File: src/rtl/seq_serializer.sv
// seq_serializer: parallel-to-serial front end for the sequence detector.
// Words enter through a valid/ready handshake into a small circular FIFO.
// A two-state shifter streams them out one bit per enabled cycle. The next
// word is loaded on the last-bit edge, so consecutive words leave with no gap.
module seq_serializer #(
  parameter int WIDTH     = 8,
  parameter int DEPTH     = 4,
  parameter int MSB_FIRST = 1
) (
  input  logic                     clk,
  input  logic                     rst,
  input  logic [WIDTH-1:0]         din,
  input  logic                     din_valid,
  output logic                     din_ready,
  input  logic                     bit_en,
  output logic                     out,
  output logic                     out_valid,
  output logic                     word_done,
  output logic [$clog2(DEPTH):0]   fifo_count
);

  localparam int AW = $clog2(DEPTH);
  localparam int CW = AW + 1;
  localparam int IW = $clog2(WIDTH);
  localparam logic [IW-1:0] LAST_IDX = IW'(WIDTH - 1);

  typedef enum logic {
    IDLE  = 1'b0,
    SHIFT = 1'b1
  } state_t;

  state_t           state;
  logic [WIDTH-1:0] mem [DEPTH];
  logic [AW-1:0]    wr_ptr;
  logic [AW-1:0]    rd_ptr;
  logic [WIDTH-1:0] shreg;
  logic [WIDTH-1:0] shifted;
  logic [WIDTH-1:0] head;
  logic [IW-1:0]    bit_idx;
  logic             push;
  logic             pop;
  logic             last_bit;

  // Bit that sits at the output end of a word for the configured bit order.
  function automatic logic lead_bit(input logic [WIDTH-1:0] w);
    return (MSB_FIRST != 0) ? w[WIDTH-1] : w[0];
  endfunction

  // Ready depends only on the registered count, so a pop at full cannot
  // open a slot in the same cycle and bit_en never reaches din_ready.
  assign din_ready = rst && (fifo_count < CW'(DEPTH));
  assign push      = din_valid && din_ready;
  assign head      = mem[rd_ptr];
  assign last_bit  = (state == SHIFT) && bit_en && (bit_idx == LAST_IDX);
  assign pop       = (fifo_count != '0) && ((state == IDLE) || last_bit);
  assign shifted   = (MSB_FIRST != 0) ? {shreg[WIDTH-2:0], 1'b0}
                                      : {1'b0, shreg[WIDTH-1:1]};

  // Word storage; contents need no reset because the count guards every read.
  always_ff @(posedge clk) begin
    if (push) begin
      mem[wr_ptr] <= din;
    end
  end

  // FIFO pointers and occupancy; a simultaneous push and pop leaves the count alone.
  always_ff @(posedge clk or negedge rst) begin
    if (!rst) begin
      wr_ptr     <= '0;
      rd_ptr     <= '0;
      fifo_count <= '0;
    end else begin
      if (push) begin
        wr_ptr <= wr_ptr + 1'b1;
      end
      if (pop) begin
        rd_ptr <= rd_ptr + 1'b1;
      end
      case ({push, pop})
        2'b10:   fifo_count <= fifo_count + 1'b1;
        2'b01:   fifo_count <= fifo_count - 1'b1;
        default: fifo_count <= fifo_count;
      endcase
    end
  end

  // Shifter FSM with registered serial outputs; reset drops any partial word.
  always_ff @(posedge clk or negedge rst) begin
    if (!rst) begin
      state     <= IDLE;
      shreg     <= '0;
      bit_idx   <= '0;
      out       <= 1'b0;
      out_valid <= 1'b0;
      word_done <= 1'b0;
    end else begin
      word_done <= last_bit;
      case (state)
        IDLE: begin
          if (pop) begin
            shreg     <= head;
            bit_idx   <= '0;
            out       <= lead_bit(head);
            out_valid <= 1'b1;
            state     <= SHIFT;
          end
        end
        SHIFT: begin
          if (bit_en) begin
            if (bit_idx != LAST_IDX) begin
              shreg   <= shifted;
              bit_idx <= bit_idx + 1'b1;
              out     <= lead_bit(shifted);
            end else if (pop) begin
              shreg   <= head;
              bit_idx <= '0;
              out     <= lead_bit(head);
            end else begin
              shreg     <= '0;
              bit_idx   <= '0;
              out       <= 1'b0;
              out_valid <= 1'b0;
              state     <= IDLE;
            end
          end
        end
        default: begin
          state     <= IDLE;
          out       <= 1'b0;
          out_valid <= 1'b0;
        end
      endcase
    end
  end

endmodule

File: config.mk
export PLATFORM = sky130hd
export DESIGN_NAME = seq_serializer
export DESIGN_NICKNAME = d
export VERILOG_FILES = /design/src/rtl/seq_serializer.sv
export SDC_FILE = /design/constraint.sdc
export NUM_CORES = 1
export LEC_CHECK = 0
export CORE_ASPECT_RATIO = 1.5
export CORE_UTILIZATION = 51
export CTS_CLUSTER_SIZE = 10
export DETAILED_ROUTE_END_ITERATION = 7
export PLACE_DENSITY = 0.74
export SLEW_MARGIN = 30
export SYNTH_ARGS = -nofsm -noshare
export SYNTH_HDL_FRONTEND = slang
export SYNTH_SLANG_ARGS = --single-unit
File: constraint.sdc
create_clock -name clk -period 2.2 [get_ports clk]
set_input_delay 0.33 -clock clk [delete_from_list [all_inputs] [get_ports clk]]
set_output_delay 0.33 -clock clk [all_outputs]
set_load 0.01 [all_outputs]
Word-level counts from Yosys, hierarchy flattened
Memories as Yosys holds them, arrays and structs flattened.
Cells that the tools add are included.

storage, ports and cells
  register bits = 21
  memory bits (writable) = 32
  input port bits = 12
  output and inout port bits = 7
  logic and storage cells = 61
  memories = 1

memory list
  name  words  width  rd ports  clocked after Yosys merged registers in  wr ports  RTL line  text
  mem   4      8      1         0                                        1         33        logic [WIDTH-1:0] mem [DEPTH];

cells by class
  add/subtract/negate cells = 5
  order comparisons = 1
  equality and inequality tests = 8
  multiplexer cells = 26
  bitwise logic cells = 1
  reduce and logical (&&, ||, !) cells = 10

operators with widths
  kind                                                 count
  two-way mux 7 bit                                    4
  one-hot mux 7 bit (2 select lines)                   1
  two-way mux 1 bit                                    13
  one-hot mux 3 bit (2 select lines)                   2
  two-way mux 3 bit                                    3
  inequality test 2 bit, second input constant         4
  adder 3 x 1 -> 3 bit, second input constant          2
  one-hot mux 1 bit (2 select lines)                   3
  logical AND 1 bit                                    5
  adder 2 x 1 -> 2 bit, second input constant          2
  AND reduction 4 bit                                  1
  equality test 3 bit, second input constant           1
  less-than comparator 3 bit, second input constant    1
  inequality test 3 bit, second input constant         1
  nonzero test 3 bit                                   1
  subtractor 3 x 1 -> 3 bit, second input constant     1
  equality test 2 x 1 -> 1 bit, second input constant  1
  equality test 2 bit, second input constant           1
  AND reduction 2 bit                                  1
  nonzero test 2 bit                                   1
  logical OR 1 bit                                     1
  NOT 1 bit                                            1

Depth between registers and ports, before layout
Gate-level depths: netlist of run 1.

  depth in word-level cells = 8
  mapped depth = 9
  mapped depth without buffers = 9

Worst setup path before layout of run 1
OpenSTA, ideal clock, no wires.

  path type = register to register
  start point = register fifo_count[2]
  end point = register fifo_count[2]
  library setup time = 0.129 ns
  data arrival time = 1.973 ns
  data required time = 2.071 ns
  slack = 0.097 ns
  cell stages (with the launch flop) = 9
  path buffers = 0
  clock period less this slack = 2.103 ns
  path through = dfrtp_1 -> nor2b_1 -> and2_1 -> inv_1 -> ha_1 -> fa_1 -> xnor2_1 -> nor2_1 -> xor2_1

between the ends
  word-level cells in the longest chain between the ends = 5
  elaborated cells on any way between the ends = 11
  classes of those cells = add/sub (2); order compare (1); eq/ne (2); mux (1); reduce/logical (5)

ends and longest elaborated chain
  element                                                                          RTL line  text
  start: declaration                                                               19        output logic [$clog2(DEPTH):0] fifo_count
  start signal: assignment                                                         80        2'b10: fifo_count <= fifo_count + 1'b1;
  start signal: assignment                                                         81        2'b01: fifo_count <= fifo_count - 1'b1;
  start signal: assignment                                                         82        default: fifo_count <= fifo_count;
  less-than comparator 3 bit (*)                                                   51        assign din_ready = rst && (fifo_count < CW'(DEPTH));
  logical AND 1 bit (*)                                                            51
  via din_ready                                                                    14        output logic din_ready,
  logical AND 1 bit (*)                                                            52        assign push = din_valid && din_ready;
  equality test 2 x 1 -> 1 bit / equality test 2 bit (equally long branches)       79        case ({push, pop})
  one-hot mux 3 bit (2 select lines) / nonzero test 2 bit (equally long branches)  -

The timed path passes the listed nets; every way through them passes the cells marked *.
A chain may end at the register's enable or synchronous reset.

Final worst setup path of run 1
  start point = register bit_idx[0]
  end point = register fifo_count[2]

between the ends
  word-level cells in the longest chain between the ends = 6
  elaborated cells on any way between the ends = 8
  classes of those cells = eq/ne (3); mux (1); reduce/logical (4)

ends and longest elaborated chain
  element                                                                          RTL line  text
  start: declaration                                                               39        logic [IW-1:0] bit_idx;
  start signal: assignment                                                         112       bit_idx <= bit_idx + 1'b1;
  equality test 3 bit (*)                                                          54        assign last_bit = (state == SHIFT) && bit_en && (bit_idx == LAST_IDX);
  logical AND 1 bit (*)                                                            54
  logical OR 1 bit (*)                                                             55        assign pop = (fifo_count != '0) && ((state == IDLE) || last_bit);
  logical AND 1 bit (*)                                                            55
  via pop                                                                          41        logic pop;
  equality test 2 x 1 -> 1 bit / equality test 2 bit (equally long branches)       79
  one-hot mux 3 bit (2 select lines) / nonzero test 2 bit (equally long branches)  -

Marked as above.

==> flow_summary.json, run 1 <==
{
  "status": "finished, final reports clean",
  "cts_hold_buf": 0,
  "timing_worst_setup_path_type": "flop to flop",
  "core_sq_um": 4245,
  "post-route-period-util_pct": 94.22,
  "post-layout-total-power_w": 0.003016,
  "track_usage_pct": 19.02,
  "maximum_buffer_depth_of_the_clock_tree": 2,
  "stdcell_count": 209,
  "via_count_of_the_first_global_routing_pass": 1352,
  "placedCellCount": 200,
  "fin_setup_tns_ps": 0,
  "synthDominantCellAreaShare_pct": 42.48,
  "syn-instance-count": 133,
  "cellPowerDensity_nw_per_um2": 1134,
  "starting_density_pct": 53.29,
  "synth_area_sq_um": 2262,
  "pre_cts_slack_ps": -146.6,
  "clkTransAtPathRegs_ps": 90,
  "n_fill_cell": 318,
  "main_flop_type_after_synthesis": "edfxtp_1",
  "reg2regPathDepth": 9,
  "crit_path_cell_trace": "ha_1 > ha_1 > nand2_2 > a21oi_2 > ha_1 > fa_1 > xnor2_1 > nor2_1 > xor2_1",
  "synth_async_sr_flop_share_pct": 39.62,
  "portBuffers": 18,
  "average_cell_area_after_synthesis_sq_um": 17.01,
  "report.final.slew_viol_count": 0,
  "fin_hold_ws_ps": 468.2,
  "fin_skew_ps": 6.454,
  "grt_max_degree": 22,
  "synthMostInstantiatedCell": "edfxtp_1",
  "postSynthRegisterBits": 53,
  "floorplan.io_pins": 19,
  "setup_viol": 0,
  "maxSlewHeadroom_pct": 66.16,
  "synth-edff-count": 32,
  "cts_tree": "built",
  "place_hpwl_um": 2759,
  "timing.final.ws_setup_ps": 127.1,
  "wire_length_per_cell_um": 18.60,
  "count_of_tritonroute_iterations_in_the_first_routing_pass": 4,
  "die_width_um": 56.38,
  "critical-path-max-stage-delay_ps": 410,
  "final_net_count": 182,
  "reg2reg_slack_ps": 130,
  "cap_violations": 0,
  "route.final.wire_length_um": 3887,
  "avgViaCountPerCell": 5.962,
  "timing.final.hold_violations": 0,
  "rr_startpoint": "bit_idx[0]$_DFFE_PN0P_",
  "cts-buffers-inserted": 5,
  "synth_warn": 0,
  "r2r_endpoint": "fifo_count[2]$_DFFE_PN0P_",
  "critical-path-slowest-cell": "dfrtp_1",
  "detail-route-antenna-nets": 0,
  "final_period_minus_worst_setup_slack_ps": 2073,
  "layout-drive-gt1-share_pct": 19.02,
  "synth_nets": 153,
  "cts_root_buffer": "clkbuf_8",
  "synth_top_cells_by_count": "32 x edfxtp_1, 21 x dfrtp_1",
  "worstPathArrival_ps": 2310,
  "cp_data_required_time_ps": 2440,
  "via_count": 1246,
  "synth.top_cells.by_area": "edfxtp_1 42%, dfrtp_1 23%, mux4_1 4.6%",
  "antenna_cells": 0,
  "cpMostUsedCell": "ha_1",
  "timing.critical_path.to": "fifo_count[2]$_DFFE_PN0P_",
  "place_congestion": 0.8573,
  "worstPathMaxFanout": 3,
  "worstSetupStartpointType": "flop",
  "critPathCaptureType": "flop",
  "drc_errors": 0,
  "holdCritPathClass": "primary input to async pin",
  "setup.worst_path.start": "bit_idx[0]$_DFFE_PN0P_",
  "htree_levels": 2,
  "static-leakage-power_nw": 1.048,
  "worst_ir_drop_vdd_v": 0.0008394,
  "number_of_antenna_violations_at_the_first_check_in_global_routing": 0,
  "floorplan.rows": 29,
  "drt-initial-drc-count": 39,
  "rsz0062_at_grt": "no",
  "gr-total-overflow": 0,
  "cts.sink_count": 53,
  "max_freq_mhz": 482.4,
  "dieHeight_um": 83.57,
  "die_area_sq_um": 4712,
  "timing.critical_path.buf_inv": 0,
  "synth_unique_cells": 31,
  "worst-slew-pin-transition_ps": 507.6,
  "netlist.top_cell.by_area": "edfxtp_1",
  "area.growth.synth_to_final_pct": 17.53,
  "worstSkewPairLatency_ps": 310,
  "grt_first_pass_wirelength_um": 6575,
  "cp_num_cells": 9,
  "yosysSeqAreaShare_pct": 65.71,
  "critical_path.top_delay_family": "adder cells"
}
[cell type report]
cell class | instances | area [sq um] | share of cell area [%]
Clock inverter | 3 | 41.29 | 1.553
Sequential cell | 53 | 1486 | 55.91
Timing Repair Buffer | 28 | 255.2 | 9.600
Multi-Input combinational cell | 71 | 738.2 | 27.76
Tap cell | 46 | 57.56 | 2.165
Clock buffer | 5 | 68.82 | 2.588
Inverter | 3 | 11.26 | 0.4235
[state kept, by name, indices dropped and copies added, names as in the netlist]
| signal | cells |
|---|---|
| mem | 32 |
| rd_ptr | 2 |
| word_done | 1 |
| wr_ptr | 2 |
| shreg | 7 |
| out | 1 |
| state | 1 |
| bit_idx | 3 |
| out_valid | 1 |
| fifo_count | 3 |
[power breakdown]
part / internal [W] / switching [W]
clock: 0.000335 / 0.000312
combinational: 0.000534 / 0.000360
sequential: 0.00126 / 0.000211
[worst reg2reg max path, cell delays in order, from the launching register on]
cell	delay (ps)
dfrtp_1	410
ha_1	200
ha_1	200
nand2_2	90
a21oi_2	70
ha_1	220
fa_1	380
xnor2_1	130
nor2_1	140
xor2_1	160
[placed cells by master, fill, tap and decap left out, types with 2 or more instances in the layout]
master and n:
edfxtp_1 32, dfrtp_1 21, clkdlybuf4s50_1 18, buf_4 10
and4b_1 7, a221o_1 7, ha_1 7, nand2_1 6
and3_1 5, o21ai_0 5, clkbuf_8 5, mux4_2 4
mux4_1 4, xnor2_1 4, mux2_2 4, inv_1 3
nor2_1 2, xor2_1 2
[routing by layer]
layer | track usage [%] | up-vias | share of wire, %
li1 | - | 579 | -
met1 | 22.74 | 633 | 41
met2 | 31.39 | 23 | 53
met3 | 4.341 | 11 | 2.6
met4 | 10.64 | 0 | 3.6
met5 | 0 | - | 0
[cell families after synthesis]
logic type,after synthesis,synth area share (%)
flip-flops,53,65.71
AND/OR/NAND/NOR,28,8.076
AO/OA/AOI/OAI,16,5.641
multiplexers,13,11.61
buffers and inverters,9,1.880
adder cells (fa/ha/maj),8,4.756
XOR/XNOR,6,2.323
[through the flow]
stage	utilization (%)	area, sq um
floorplan	-	2262
CTS	62.33	2646
global route	62.63	2659
global placement	59.74	2536
finish	62.63	2659
detailed placement	59.74	2536
[timing repair]
item,4_1_cts,5_1_grt
setup buffers,0,1
gates resized for setup,0,2
endpoints found under the setup margin,0,1
[how the worst min path moves through the flow]
stage                               startpoint                     end  depth (start not counted)
final                                      rst     word_done$_DFF_PN0_                          2
after global routing                       rst     word_done$_DFF_PN0_                          2
after CTS                                  rst     word_done$_DFF_PN0_                          2
after floorplan                            rst  bit_idx[0]$_DFFE_PN0P_                          0
after detailed placement  shreg[2]$_DFFE_PN0P_    shreg[2]$_DFFE_PN0P_                          1
after global placement    shreg[0]$_DFFE_PN0P_    shreg[0]$_DFFE_PN0P_                          1
(Power assumes the default switching activity.)
==> run 2, diff against run 1 <==
- CORE_MARGIN: unset -> 2
==> run 2 against run 1 <==
  * Critical path depth did not move
  * Sequential cell count did not move
  * Clock power fell by 19%
  * Utilization fell by 0.18 points
  * Maximum frequency rose by 0.21%
  * Final cell count rose by 0.96%
  * Largest cell class unchanged
==> flow_summary.json, run 2 (synthesis results as in run 1) <==
{
  "critical-path-max-stage-delay_ps": 410,
  "p_seq_share_pct": 50.8,
  "grt_max_degree": 22,
  "worstSkewPairLatency_ps": 300,
  "post-route-cell-area_sq_um": 2651,
  "track_usage_pct": 17.84,
  "timing.final.hold_violations": 0,
  "antenna_cells": 0,
  "avgViaCountPerCell": 5.882,
  "timing.critical_path.to": "fifo_count[2]$_DFFE_PN0P_",
  "netSwitchingPower_w": 0.0008651,
  "gr-total-overflow": 0,
  "final_period_minus_worst_setup_slack_ps": 2068,
  "setup_viol": 0,
  "timing_worst_setup_path_type": "flop to flop",
  "place_congestion": 0.8061,
  "crit_path_cell_trace": "ha_1 > ha_1 > nand2_2 > a21oi_2 > ha_2 > fa_1 > xnor2_1 > nor2_1 > xor2_1",
  "route.final.wire_length_um": 3772,
  "fin_skew_ps": 4.118,
  "most-common-layout-cells": "32 x edfxtp_1, 21 x dfrtp_1, 18 x clkdlybuf4s50_1",
  "floorplan.rows": 29,
  "wire_length_per_cell_um": 17.88,
  "rsz0062_at_grt": "no",
  "count_of_tritonroute_iterations_in_the_first_routing_pass": 4,
  "grt_first_pass_wirelength_um": 6520,
  "floorplan.io_pins": 19,
  "number_of_antenna_violations_at_the_first_check_in_global_routing": 0,
  "final_net_count": 184,
  "place_hpwl_um": 2696,
  "r2r_endpoint": "fifo_count[2]$_DFFE_PN0P_",
  "clkTransAtPathRegs_ps": 90,
  "p_int_w": 0.002038,
  "layout-drive-gt1-share_pct": 20.00,
  "dieHeight_um": 85.57,
  "cp_num_cells": 9,
  "placedCellCount": 200,
  "area.growth.synth_to_final_pct": 17.20,
  "cp_data_required_time_ps": 2430,
  "htree_levels": 2,
  "worstPathMaxFanout": 3,
  "worstSetupStartpointType": "flop",
  "critical_path.top_delay_family": "adder cells",
  "status": "finished, final reports clean",
  "cellPowerDensity_nw_per_um2": 1095,
  "portBuffers": 18,
  "static-leakage-power_nw": 1.041,
  "max_freq_mhz": 483.4,
  "postLayoutCoreUtil_pct": 62.45,
  "setup.worst_path.start": "bit_idx[0]$_DFFE_PN0P_",
  "die_width_um": 58.38,
  "stdcell_count": 211,
  "clock_network_fraction_of_design_power_pct": 18.1,
  "reg2reg_slack_ps": 130,
  "maxSlewHeadroom_pct": 65.88,
  "cts.sink_count": 53,
  "cpMostUsedCell": "ha_1",
  "timing.critical_path.buf_inv": 0,
  "worst_ir_drop_vdd_v": 0.0007856,
  "cts_tree": "built",
  "drt-initial-drc-count": 31,
  "largest_reg_flops": 32,
  "cts_root_buffer": "clkbuf_8",
  "combPwrFrac_pct": 31.1,
  "core_sq_um": 4245,
  "via_count_of_the_first_global_routing_pass": 1336,
  "biggest_register": "mem",
  "report.final.slew_viol_count": 0,
  "worstPathArrival_ps": 2300,
  "rr_startpoint": "bit_idx[0]$_DFFE_PN0P_",
  "reg2regPathDepth": 9,
  "critPathCaptureType": "flop",
  "maximum_buffer_depth_of_the_clock_tree": 2,
  "worst-slew-pin-transition_ps": 511.8,
  "cts-buffers-inserted": 5,
  "largest_registers": "mem: 32 flops, shreg: 7 flops",
  "post-route-period-util_pct": 94.02,
  "netSwitchingFraction_pct": 29.80,
  "critical-path-slowest-cell": "dfrtp_1",
  "starting_density_pct": 53.29,
  "die_area_sq_um": 4996,
  "cap_violations": 0,
  "via_count": 1241,
  "layout_commonest_cell": "edfxtp_1",
  "holdCritPathClass": "primary input to async pin",
  "placed_standard_cell_area_sq_um": 2536,
  "cts_hold_buf": 0,
  "drc_errors": 0,
  "detail-route-antenna-nets": 0
}
==> run 2: final cells by class <==
type,instances,area (sq um)
clock buffer,6,72.57
clock inverter,2,15.01
fill,331,1594
inverter,3,11.26
multi-input combinational,71,738.2
sequential,53,1486
tap,46,57.56
timing repair buffer,30,270.3
==> run 2: power by group through the flow <==
stage	Combinational [W]	Clock (W)	Sequential, W
floorplan	0.000633	0	0.00142
global placement	0.000826	0	0.00149
detailed placement	0.000870	0	0.00150
CTS	0.000873	0.000542	0.00148
global route	0.00100	0.000583	0.00151
finish	0.000903	0.000526	0.00147
==> run 2: worst register-to-register path: stages (launching register included) <==
cell     delay (ps)
dfrtp_1         410
ha_1            220
ha_1            210
nand2_2          90
a21oi_2          70
ha_2            190
fa_1            370
xnor2_1         140
nor2_1          150
xor2_1          160
==> run 2: routing by layer <==
metal,global-route usage [%],share of wire [%],vias up
met1,21.81,40,633
met5,0,0,-
li1,-,-,579
met4,7.611,2.0,0
met3,3.620,2.9,6
met2,30.23,55,23
==> run 2: repair_timing <==
action,4_1_cts,5_1_grt
gates resized for setup,0,2
endpoints found under the hold margin,0,0
setup buffers,0,3
endpoints found under the setup margin,0,1
==> run 2: stage by stage <==
step                      setup WS [ps]  setup TNS, ps  total power [W]  hold WS, ps
after detailed placement         -193.4         -271.2         0.002369        495.3
after global routing              14.23              0         0.003098        471.2
after global placement           -96.96         -152.4         0.002312        484.1
final                             131.5              0         0.002903        448.7
after CTS                         51.08              0         0.002894        458.1
after floorplan                   97.38              0         0.002049        34.41
==> run 2: how the worst min path moves through the flow <==
stage / slack, ps / start / cells after the start / end
after floorplan: 30 / rst / 0 / bit_idx[0]$_DFFE_PN0P_
after global placement: 480 / shreg[0]$_DFFE_PN0P_ / 1 / shreg[0]$_DFFE_PN0P_
after detailed placement: 500 / shreg[6]$_DFFE_PN0P_ / 1 / shreg[6]$_DFFE_PN0P_
after CTS: 460 / rst / 2 / wr_ptr[0]$_DFFE_PN0P_
after global routing: 470 / rst / 2 / shreg[1]$_DFFE_PN0P_
final: 450 / rst / 2 / shreg[1]$_DFFE_PN0P_
==> run 3, diff against run 2 <==
- CORE_ASPECT_RATIO: 1.5 -> unset
==> run 3 against run 2 <==
  * Worst setup slack got worse by 20 ps
  * Sequential power is essentially flat
  * Hold slack lost 12 ps
  * Clock skew rose by 2.8 ps
  * Critical path depth stayed put
  * Critical path type unchanged
  * Largest power group unchanged
  * Highest routed layer unchanged
==> flow_summary.json, run 3 (synthesis results as in run 1) <==
{
  "worst-slew-pin-transition_ps": 556.4,
  "post-route-cell-area_sq_um": 2645,
  "cts_tree": "built",
  "final_period_minus_worst_setup_slack_ps": 2088,
  "cts.sink_count": 53,
  "worstPathMaxFanout": 3,
  "postLayoutCoreUtil_pct": 61.17,
  "post-route-period-util_pct": 94.93,
  "netSwitchingPower_w": 0.0008906,
  "wire_length_per_cell_um": 17.93,
  "multi_input_area_sq_um": 733.2,
  "clock_network_fraction_of_design_power_pct": 19.2,
  "maximum_buffer_depth_of_the_clock_tree": 2,
  "cts_root_buffer": "clkbuf_8",
  "area.growth.synth_to_final_pct": 16.92,
  "gr-total-overflow": 0,
  "timing.final.ws_setup_ps": 111.6,
  "detail-route-antenna-nets": 0,
  "setup.worst_path.start": "bit_idx[1]$_DFFE_PN0P_",
  "via_count_of_the_first_global_routing_pass": 1282,
  "critical-path-slowest-cell": "dfrtp_1",
  "htree_levels": 2,
  "final_net_count": 182,
  "starting_density_pct": 52.31,
  "post-layout-total-power_w": 0.002944,
  "crit_path_cell_trace": "ha_1 > ha_1 > nand2_1 > a21oi_2 > ha_1 > fa_1 > xnor2_1 > nor2_1 > xor2_1",
  "worstSkewPairLatency_ps": 310,
  "placed_standard_cell_area_sq_um": 2544,
  "clkTransAtPathRegs_ps": 90,
  "floorplan.io_pins": 19,
  "fin_setup_tns_ps": 0,
  "worst_ir_drop_vdd_v": 0.0004975,
  "layout_commonest_cell": "edfxtp_1",
  "dieHeight_um": 70.60,
  "die_area_sq_um": 4984,
  "drt-initial-drc-count": 53,
  "maxSlewHeadroom_pct": 62.91,
  "via_count": 1224,
  "report.final.slew_viol_count": 0,
  "cp_data_required_time_ps": 2400,
  "pre_cts_slack_ps": -150.2,
  "avgViaCountPerCell": 5.693,
  "grt_max_degree": 22,
  "core_sq_um": 4324,
  "route.final.wire_length_um": 3855,
  "rr_startpoint": "bit_idx[1]$_DFFE_PN0P_",
  "grt_first_pass_wirelength_um": 6382,
  "worstPathArrival_ps": 2290,
  "p_int_w": 0.002053,
  "place_congestion": 0.7302,
  "critical-path-max-stage-delay_ps": 410,
  "static-leakage-power_nw": 1.039,
  "holdCritPathClass": "primary input to async pin",
  "cts-buffers-inserted": 5,
  "cap_violations": 0,
  "status": "finished, final reports clean",
  "largest_registers": "mem: 32 flops, shreg: 7 flops",
  "place_hpwl_um": 2624,
  "count_of_tritonroute_iterations_in_the_first_routing_pass": 4,
  "fin_skew_ps": 6.912,
  "number_of_antenna_violations_at_the_first_check_in_global_routing": 0,
  "largest_reg_flops": 32,
  "antenna_cells": 0,
  "rsz0062_at_grt": "no",
  "max_freq_mhz": 478.8,
  "biggest_register": "mem",
  "combPwrFrac_pct": 30.4,
  "n_fill_cell": 319,
  "netSwitchingFraction_pct": 30.25,
  "floorplan.rows": 24,
  "layout-drive-gt1-share_pct": 17.79,
  "track_usage_pct": 17.06,
  "drc_errors": 0,
  "critPathCaptureType": "flop",
  "die_width_um": 70.60,
  "timing.final.hold_violations": 0,
  "cellPowerDensity_nw_per_um2": 1113,
  "p_seq_share_pct": 50.4,
  "portBuffers": 18,
  "setup_viol": 0,
  "timing_worst_setup_path_type": "flop to flop",
  "worstSetupStartpointType": "flop",
  "most-common-layout-cells": "32 x edfxtp_1, 21 x dfrtp_1, 18 x clkdlybuf4s50_1",
  "cts_resized": 0,
  "cpMostUsedCell": "ha_1",
  "area.sequential_sq_um": 1486
}
[run 3: cell types whose count changed in the layout (fill, tap and decap cells not counted), sizes merged]
| cell | change |
|---|---|
| buf | -2 |
| clkbuf | +1 |
| clkinvlp | -1 |
[run 3: worst paths after layout]
path	endpoint	slack (ps)	cells after the start
max reg2reg	fifo_count[2]$_DFFE_PN0P_	110	9
min reg2reg	shreg[0]$_DFFE_PN0P_	520	1
max	fifo_count[2]$_DFFE_PN0P_	110	9
min	fifo_count[1]$_DFFE_PN0P_	440	2
min in group clk	shreg[0]$_DFFE_PN0P_	520	1
max in group asynchronous	out$_DFFE_PN0P_	1540	2
[run 3: stage by stage]
stage | hold WS (ps) | instances
4_1_cts | 449.7 | 214
2_1_floorplan | 34.41 | 133
3_3_place_gp | 488.5 | 206
5_1_grt | 460.3 | 215
6_report | 436.5 | 215
3_5_place_dp | 498.4 | 206
[run 3: critical path, delay by kind of cell (launching register included)]
family                   cells  cell delay (ps)
adder cells (fa/ha/maj)      4              980
flip-flops                   1              410
AND/OR/NAND/NOR              2              180
AO/OA/AOI/OAI                1               80
XOR/XNOR                     2              310
[run 3: what timing repair did]
item | in CTS | in global routing
hold buffers | 0 | 0
setup buffers | 0 | 1
setup endpoints to repair | 0 | 1
[run 3: metal layers]
layer | track usage, % | up-vias | routed length [um]
met5 | 0 | - | 0
met4 | 7.966 | 0 | 102
met3 | 3.989 | 10 | 93
met2 | 27.36 | 20 | 1940
met1 | 22.43 | 618 | 1718
li1 | - | 576 | -
[run 3: power by group through the flow]
| stage | Sequential, W | Clock [W] | Combinational (W) |
|---|---|---|---|
| after global routing | 0.00152 | 0.000611 | 0.000982 |
| after global placement | 0.00149 | 0 | 0.000824 |
| final | 0.00148 | 0.000565 | 0.000895 |
| after detailed placement | 0.00151 | 0 | 0.000880 |
| after CTS | 0.00149 | 0.000577 | 0.000887 |
| after floorplan | 0.00142 | 0 | 0.000633 |
[run 3: final cells by class]
type                            instances  area share, %
Sequential cell                        53          56.20
Tap cell                               52          2.460
Clock inverter                          1         0.2838
Multi-Input combinational cell         71          27.72
Inverter                                3         0.4257
Timing Repair Buffer                   28          9.650
Clock buffer                            7          3.264
